<file path="config.mk">
export PLATFORM = sky130hd
export DESIGN_NAME = bzled_seq
export DESIGN_NICKNAME = d
export VERILOG_FILES = /design/src/rtl/bzled_seq.sv
export SDC_FILE = /design/constraint.sdc
export NUM_CORES = 2
export LEC_CHECK = 0
export BUFFER_PORTS_ARGS = -buffer_cell sky130_fd_sc_hd__buf_2
export CAP_MARGIN = 20
export CORE_MARGIN = 1.5
export CORE_UTILIZATION = 45
export CTS_BUF_LIST = sky130_fd_sc_hd__clkbuf_4 sky130_fd_sc_hd__clkbuf_8
export CTS_CLUSTER_DIAMETER = 100
export DETAILED_ROUTE_END_ITERATION = 6
export GPL_TIMING_DRIVEN = 0
export REMOVE_ABC_BUFFERS = 1
export SYNTH_ARGS = -nofsm -noshare
export SYNTH_HDL_FRONTEND = slang
export SYNTH_SLANG_ARGS = --single-unit
</file>
<file path="constraint.sdc">
create_clock -name CLK -period 4 [get_ports CLK]
set_input_delay 0.2 -clock CLK [delete_from_list [all_inputs] [get_ports CLK]]
set_output_delay 0.2 -clock CLK [all_outputs]
set_load 0.01 [all_outputs]
</file>
<file path="src/rtl/bzled_seq.sv">
// bzled_seq - LED/buzzer pattern sequencer
//
// Plays a small table of entries. Each entry holds R/G/B PWM duty, a buzzer
// frequency and a duration in ticks. One tick is TICK_DIV clock cycles.
// The Set outputs drive the LED/buzzer PWM peripheral. Each entry's outputs
// are held for 1 + max(DUR,1)*TICK_DIV cycles, and there is no gap between
// entries.
//
// Ports
//   CLK, RST                    clock and synchronous active-high reset
//   WR_EN/WR_ADDR/WR_SEL/WR_DATA table write port
//                                 (sel 0..4 = R, G, B, BZ freq, DUR[15:0])
//   START, STOP                 run pulse, abort pulse
//   LOOP                        repeat the sequence after LAST_IDX (level)
//   LAST_IDX                    last entry played, latched at START
//   LED?_Puty_Set, BZ_FREQ_Set  PWM settings for the current entry
//   BZ_GATE                     buzzer enable, set when BZ freq is non-zero
//   BUSY, DONE, CUR_IDX         status: active, completion pulse, entry index
//
// state  | meaning
// -------+--------------------------------------------------------------
// IDLE   | outputs zero, waiting for START
// LOAD   | one cycle; the exit edge registers table[idx] (or, when
//        | fin_q is set, clears the outputs and pulses DONE)
// RUN    | outputs held while the tick/duration down-counters run
//
// The final cycle of the last entry is spent in LOAD with fin_q set. This
// gives the last entry the same 1 + N*TICK_DIV hold time as the other
// entries, and BUSY falls on the same edge that clears the outputs.

module bzled_seq #(
  parameter int DEPTH    = 8,
  parameter int TICK_DIV = 100000
) (
  input  logic                     CLK,
  input  logic                     RST,
  input  logic                     WR_EN,
  input  logic [$clog2(DEPTH)-1:0] WR_ADDR,
  input  logic [2:0]               WR_SEL,
  input  logic [31:0]              WR_DATA,
  input  logic                     START,
  input  logic                     STOP,
  input  logic                     LOOP,
  input  logic [$clog2(DEPTH)-1:0] LAST_IDX,
  output logic [31:0]              LEDR_Puty_Set,
  output logic [31:0]              LEDG_Puty_Set,
  output logic [31:0]              LEDB_Puty_Set,
  output logic [31:0]              BZ_FREQ_Set,
  output logic                     BZ_GATE,
  output logic                     BUSY,
  output logic                     DONE,
  output logic [$clog2(DEPTH)-1:0] CUR_IDX
);

  localparam int AW = $clog2(DEPTH);
  localparam int PW = (TICK_DIV > 1) ? $clog2(TICK_DIV) : 1;
  localparam logic [PW-1:0] PRESC_MAX = PW'(TICK_DIV - 1);

  typedef enum logic [1:0] {
    S_IDLE = 2'd0,
    S_LOAD = 2'd1,
    S_RUN  = 2'd2
  } state_t;

  state_t state_q, state_d;

  logic [31:0] r_tab [DEPTH];
  logic [31:0] g_tab [DEPTH];
  logic [31:0] b_tab [DEPTH];
  logic [31:0] f_tab [DEPTH];
  logic [15:0] d_tab [DEPTH];

  logic [AW-1:0] idx_q;
  logic [AW-1:0] last_q;
  logic          fin_q;
  logic [PW-1:0] presc_q;
  logic [15:0]   dur_q;
  logic          done_q;
  logic          gate_q;
  logic [31:0]   r_q, g_q, b_q, f_q;
  logic [AW-1:0] cur_q;

  logic          tick;
  logic          entry_end;
  logic          is_last;
  logic          accept;
  logic          load_fire;
  logic          finish;
  logic          advance;
  logic          wrap;
  logic          end_last;
  logic [15:0]   dur_load;

  // Table write port. Reset clears every field.
  always_ff @(posedge CLK) begin
    if (RST) begin
      for (int i = 0; i < DEPTH; i++) begin
        r_tab[i] <= '0;
        g_tab[i] <= '0;
        b_tab[i] <= '0;
        f_tab[i] <= '0;
        d_tab[i] <= '0;
      end
    end else if (WR_EN) begin
      case (WR_SEL)
        3'd0:    r_tab[WR_ADDR] <= WR_DATA;
        3'd1:    g_tab[WR_ADDR] <= WR_DATA;
        3'd2:    b_tab[WR_ADDR] <= WR_DATA;
        3'd3:    f_tab[WR_ADDR] <= WR_DATA;
        3'd4:    d_tab[WR_ADDR] <= WR_DATA[15:0];
        default: ;
      endcase
    end
  end

  // Both timers count down and fire on their terminal count. A tick fires
  // when the prescaler reaches 0. The entry ends on the tick that finds
  // the duration counter at 1.
  assign tick      = (state_q == S_RUN) && (presc_q == '0);
  assign entry_end = tick && (dur_q == 16'd1);
  assign is_last   = (idx_q == last_q);
  assign dur_load  = (d_tab[idx_q] == 16'd0) ? 16'd1 : d_tab[idx_q];

  always_ff @(posedge CLK) begin
    if (RST) state_q <= S_IDLE;
    else     state_q <= state_d;
  end

  always_comb begin
    state_d   = state_q;
    accept    = 1'b0;
    load_fire = 1'b0;
    finish    = 1'b0;
    advance   = 1'b0;
    wrap      = 1'b0;
    end_last  = 1'b0;
    if (STOP) begin
      state_d = S_IDLE;
    end else begin
      case (state_q)
        S_IDLE: begin
          if (START) begin
            state_d = S_LOAD;
            accept  = 1'b1;
          end
        end
        S_LOAD: begin
          if (fin_q) begin
            state_d = S_IDLE;
            finish  = 1'b1;
          end else begin
            state_d   = S_RUN;
            load_fire = 1'b1;
          end
        end
        S_RUN: begin
          if (entry_end) begin
            state_d = S_LOAD;
            if (!is_last)  advance  = 1'b1;
            else if (LOOP) wrap     = 1'b1;
            else           end_last = 1'b1;
          end
        end
        default: state_d = S_IDLE;
      endcase
    end
  end

  always_ff @(posedge CLK) begin
    if (RST) begin
      idx_q   <= '0;
      last_q  <= '0;
      fin_q   <= 1'b0;
      presc_q <= '0;
      dur_q   <= '0;
      done_q  <= 1'b0;
      gate_q  <= 1'b0;
      r_q     <= '0;
      g_q     <= '0;
      b_q     <= '0;
      f_q     <= '0;
      cur_q   <= '0;
    end else begin
      done_q <= 1'b0;
      if (STOP) begin
        idx_q   <= '0;
        fin_q   <= 1'b0;
        presc_q <= '0;
        dur_q   <= '0;
        gate_q  <= 1'b0;
        r_q     <= '0;
        g_q     <= '0;
        b_q     <= '0;
        f_q     <= '0;
        cur_q   <= '0;
      end else begin
        if (accept) begin
          idx_q  <= '0;
          last_q <= LAST_IDX;
          fin_q  <= 1'b0;
        end
        // Outputs are a snapshot of the table, so a rewrite of the playing
        // entry only shows up the next time that entry is loaded.
        if (load_fire) begin
          r_q     <= r_tab[idx_q];
          g_q     <= g_tab[idx_q];
          b_q     <= b_tab[idx_q];
          f_q     <= f_tab[idx_q];
          gate_q  <= (f_tab[idx_q] != 32'd0);
          cur_q   <= idx_q;
          presc_q <= PRESC_MAX;
          dur_q   <= dur_load;
        end
        if (finish) begin
          idx_q  <= '0;
          fin_q  <= 1'b0;
          done_q <= 1'b1;
          gate_q <= 1'b0;
          r_q    <= '0;
          g_q    <= '0;
          b_q    <= '0;
          f_q    <= '0;
          cur_q  <= '0;
        end
        if (state_q == S_RUN) begin
          presc_q <= tick ? PRESC_MAX : presc_q - 1'b1;
          if (tick && (dur_q != 16'd1)) dur_q <= dur_q - 1'b1;
        end
        if (advance)  idx_q <= idx_q + 1'b1;
        if (wrap)     idx_q <= '0;
        if (end_last) fin_q <= 1'b1;
      end
    end
  end

  assign LEDR_Puty_Set = r_q;
  assign LEDG_Puty_Set = g_q;
  assign LEDB_Puty_Set = b_q;
  assign BZ_FREQ_Set   = f_q;
  assign BZ_GATE       = gate_q;
  assign BUSY          = (state_q != S_IDLE);
  assign DONE          = done_q;
  assign CUR_IDX       = cur_q;

endmodule

</file>
---- Yosys cells after proc, flatten, opt, wreduce, memory -nomap -nowiden ----
Memory sizes are Yosys's and may differ from the RTL's. A register that Yosys moved wholly into a read port is not among the register bits.
Index checks and enable logic that the tools add are counted.
cells by class
  reduce and logical (&&, ||, !) cells .... 22
  multiply operators ...................... 0
  $add $sub $neg .......................... 3
  shift-type cells ........................ 0
  div/mod/pow operators ................... 0
  bitwise gates (word level) .............. 1
  multiplexer cells ....................... 82
  equal/unequal tests ..................... 11
  order comparisons ....................... 0
operators with widths
  cell                     number
  $mux W32                 4
  $reduce_or A32 Y1        4
  $mux W16                 5
  $mux W1                  54
  $mux W17                 3
  $mux W3                  12
  $reduce_bool A32 Y1      1
  $logic_not A17 Y1        1
  $sub A17 B1 Y17 const B  1
  $eq A16 B1 Y1 const B    1
  $logic_not A16 Y1        1
  $ne A16 B1 Y1 const B    1
  $reduce_or A16 Y1        1
  $sub A16 B1 Y16 const B  1
  $eq A3 B2 Y1 const B     2
  $mux W2                  3
  $pmux W2 S3              1
  $reduce_bool A3 Y1       2
  $reduce_or A3 Y1         2
  $ne A2 B2 Y1 const B     2
  $reduce_and A2 Y1        2
  $reduce_bool A2 Y1       2
  $add A3 B1 Y3 const B    1
  $eq A3 B1 Y1 const B     1
  other kinds (9)          11
storage, ports and cells
  bits in latches ......................... 0
  output and inout bits ................... 134
  register bits after elaboration ......... 79
  memories ................................ 5
  memory bits (writable) .................. 1152
  memory bits (read-only) ................. 0
  bits of input ports ..................... 47
  logic and storage cells ................. 134
memories
  name   words  width  read ports  clocked after Yosys merged registers in  write ports  line  text
  b_tab  8      32     1           1                                        8            69    logic [31:0] b_tab [DEPTH];
  f_tab  8      32     1           1                                        8            70    logic [31:0] f_tab [DEPTH];
  g_tab  8      32     1           1                                        8            68    logic [31:0] g_tab [DEPTH];
  r_tab  8      32     1           1                                        8            67    logic [31:0] r_tab [DEPTH];
  d_tab  8      16     1           1                                        8            71    logic [15:0] d_tab [DEPTH];

---- Longest topological paths before layout ----
  depth in word-level cells ............... 9
  gate-level depth with buffers ........... 10
  depth with buffers taken out ............ 8

---- Worst setup path before layout ----
OpenSTA, ideal clock, no wires.
  kind .................................... reg2reg
  start ................................... reg (tool-made name)
  end ..................................... reg gate_q, in the netlist BZ_GATE
  required time ........................... 3.885 ns
  clock period less this slack ............ 2.255 ns
  stages on the path, launching flop included .. 9
  slack ................................... 1.745 ns
  setup time .............................. 0.115 ns
  path buffers ............................ 2
  arrival ................................. 2.140 ns
  cell sequence ........................... dfxtp_1 buf_2 clkbuf_1 mux2i_1 a22oi_1 a22oi_1 nand4_1 or4_1 o21a_1
RTL lines
  what                  line  text
  to (signal assigned)  209   gate_q <= (f_tab[idx_q] != 32'd0);
  to (decl)             79    logic gate_q;

==> impl_metrics.env <==
export IMPL_maxSlewHeadroom_pct=24.8
export IMPL_grt_overflow=0
export IMPL_synthFlopType="edfxtp_1"
export IMPL_cts_made_buffers=219
export IMPL_wl_mm=151
export IMPL_avgSynthCellArea_sq_um=14.6
export IMPL_clk_pin_slew_ns=0.06
export IMPL_fin_ws_ns=0.496
export IMPL_ant_nets=0
export IMPL_ir_worst_vdd_mv=0.370
export IMPL_dp_cells=5623
export IMPL_grt_start_max_net_pins=55
export IMPL_grt_usage_pct=23.0
export IMPL_start_util_pct=45.2
export IMPL_ioPinCount=181
export IMPL_p_total_mw=29.1
export IMPL_routed_via_density=5.43
export IMPL_fin_skew_ns=0.0296
export IMPL_fmax_mhz=285
export IMPL_cp_slowest_cell="nor2_4"
export IMPL_clk_latency_ns=0.92
export IMPL_synth_xor_area_share_pct=0.0449
export IMPL_fin_nets=4198
export IMPL_criticalPathCategory="in -> reg"
export IMPL_coreArea_sq_mm=0.129
export IMPL_port_buffers=180
export IMPL_power_density_mw_per_mm2=439
export IMPL_tns_ns=0
export IMPL_synth_compound_area_share_pct=3.51
export IMPL_grt_pass1_wl_mm=222
export IMPL_slowest_delay_ns=1.07
export IMPL_worstPathArrival_ns=4.02
export IMPL_tightest_slew_ns=1.12
export IMPL_drive_above_1_share_pct=21.8
export IMPL_timing_hold_ws_ns=0.109
export IMPL_ys_seq_area_share_pct=65.2
export IMPL_die_x_microns=364
export IMPL_muxShareOfSynthArea_pct=12.9
export IMPL_wl_per_cell_microns=24.7
export IMPL_rsz0062_at_grt="false"
export IMPL_path_delay_family="simple AND/OR/NAND/NOR gates"
export IMPL_yosys_warnings=0
export IMPL_worstPathRequired_ns=4.51
export IMPL_grt_pass1_vias=33900
export IMPL_worstPathCellList="buf_2 > nor3b_1 > nand3_1 > nor2_4 > or2_2"
export IMPL_antenna_found_initial=15
export IMPL_die_area_sq_mm=0.132
export IMPL_finalCritPeriodShare_pct=87.6
export IMPL_finalHoldViolCount=0
export IMPL_post_route_min_period_ns=3.50
export IMPL_ys_seq_elements=1330
export IMPL_dpl_cell_area_sq_mm=0.0614
export IMPL_hp_class="in -> reg"
export IMPL_cts_tree="built"
export IMPL_routabilityCongestion=0.756
export IMPL_die_y_microns=364
export IMPL_h_tree_depth=4
export IMPL_instances_no_fill=6090
export IMPL_fin_area_sq_mm=0.0663
export IMPL_clockBufferDepth=3
export IMPL_dp_hpwl_mm=80.3
export IMPL_status="completed"
export IMPL_slew_viol_final=0
export IMPL_preCtsSetupSlack_ns=-0.423
export IMPL_setup_viol=0
export IMPL_row_count=132
export IMPL_area_growth_pct=13.4
export IMPL_syn_cell_area_sq_mm=0.0585
export IMPL_synthArstFlopShare_pct=0
export IMPL_p_leak_nw=22.5
export IMPL_synthSimpleGateAreaFrac_pct=15.6
export IMPL_root_buffer="clkbuf_8"
export IMPL_worst_setup_path_end_kind="flip-flop"
export IMPL_cts_setup_buffers=0
export IMPL_synth_top_family_by_area="simple AND/OR/NAND/NOR gates"
export IMPL_path_max_fanout=48
export IMPL_dr_pass1_iters=7
export IMPL_critPathBufInv=1
export IMPL_start_kind="input port"
export IMPL_synth_cell_types=60
export IMPL_cts_resized=0
export IMPL_cap_violations=0
export IMPL_synth_edff_count=1152
export IMPL_synthCells=4009
export IMPL_cts_sinks=1330
export IMPL_drcViolationCount=0
export IMPL_post_route_util_pct=51.3
export IMPL_drt_iter0_drc=3068
export IMPL_via_count=33100
export IMPL_synth_fa_ha_area_share_pct=0.107
[layout make-up]
type                    count  area (sq um)
fillers                 10800         63000
flip-flops and latches   1330         38200
multi-input cells        2302         19100
clock buffers             329          3980
repair buffers            285          2440
well taps                1742          2180
clock inverters            88           447
inverters                   8          30.0
diodes                      6          15.0
[cell usage after synthesis, types with 7 or more instances]
master	count	area share, %
o21ai_0	15	0.13
a221oi_1	7	0.10
nor2_1	205	1.3
nand3b_1	9	0.12
nor3_1	12	0.10
mux4_2	234	9.0
edfxtp_1	1152	59
a21oi_1	41	0.35
dfxtp_1	178	6.1
mux2i_1	226	3.9
a311oi_1	8	0.12
inv_1	8	0.051
or2_2	43	0.46
buf_1	9	0.058
nand2_1	38	0.24
clkbuf_1	300	1.9
buf_2	51	0.44
nand4_1	10	0.11
a31oi_1	8	0.086
a211oi_1	116	1.5
a22oi_1	65	0.83
nand3_1	27	0.23
and2_1	1154	12
[sequential cells by signal, indices dropped and copies added, names as in the netlist, named ones only]
register and count:
CUR_IDX 3, DONE 1, b_tab 256, BZ_GATE 1, presc_q 17, fin_q 1, LEDG_Puty_Set 32, d_tab 128
last_q 3, f_tab 256, r_tab 256, state_q 2, dur_q 16, BZ_FREQ_Set 32, LEDR_Puty_Set 32, idx_q 3
LEDB_Puty_Set 32, g_tab 256
[where the power goes]
| group | switching [mW] | internal [mW] |
|---|---|---|
| Clock | 5.58 | 6.42 |
| Sequential | 0.169 | 15.7 |
| Combinational | 0.874 | 0.384 |
| Total | 6.62 | 22.5 |
[placed cells by master (no fill, tap or decap), drive strengths merged, types with 16 or more instances in the layout]
cell	instances
clkbuf	330
or2	43
nand3	29
nand2	38
dfxtp	178
and2	1154
nor2	205
dlygate4sd3	35
a21oi	41
a211oi	116
clkinv	75
o21ai	16
buf	249
edfxtp	1152
mux4	234
mux2i	226
a22oi	65
[what timing repair did]
item / CTS / global route
endpoints found under the hold margin: 575 / 0
endpoints found under the setup margin: 0 / 0
hold buffers: 35 / 0
[final timing paths]
kind	from	end	cells after the start	slack (ns)
setup / recovery	RST	f_tab[3][7]$_SDFFCE_PN0P_	5	0.50
hold / removal	WR_DATA[15]	b_tab[4][15]$_SDFFCE_PN0P_	2	0.11
setup reg to reg	flip-flop	BZ_GATE$_SDFFE_PP0P_	6	0.54
hold reg to reg	BZ_FREQ_Set[20]$_SDFFE_PP0P_	BZ_FREQ_Set[20]$_SDFFE_PP0P_	2	0.45
[routing by layer]
layer	GRT usage, %	routed length (microns)
met5	0	49
met1	31.4	65200
met3	4.57	9560
met4	7.10	3180
met2	37.3	72700
[worst register-to-register path: stages, from the launching register on]
cell	delay (ns)
dfxtp_4	0.57
nor2b_4	0.91
a22oi_1	0.31
a22oi_1	0.41
nand4_1	0.35
or4_1	0.61
o21a_1	0.19
[logic make-up after synthesis]
group,Yosys count
AOI/OAI and AO/OA,289
buffers and inverters,377
adders and majority gates,5
xor gates and xnor gates,3
DFF,1330
muxes,460
and+or+nand+nor,1545
Power figures use the tool's default switching activity.
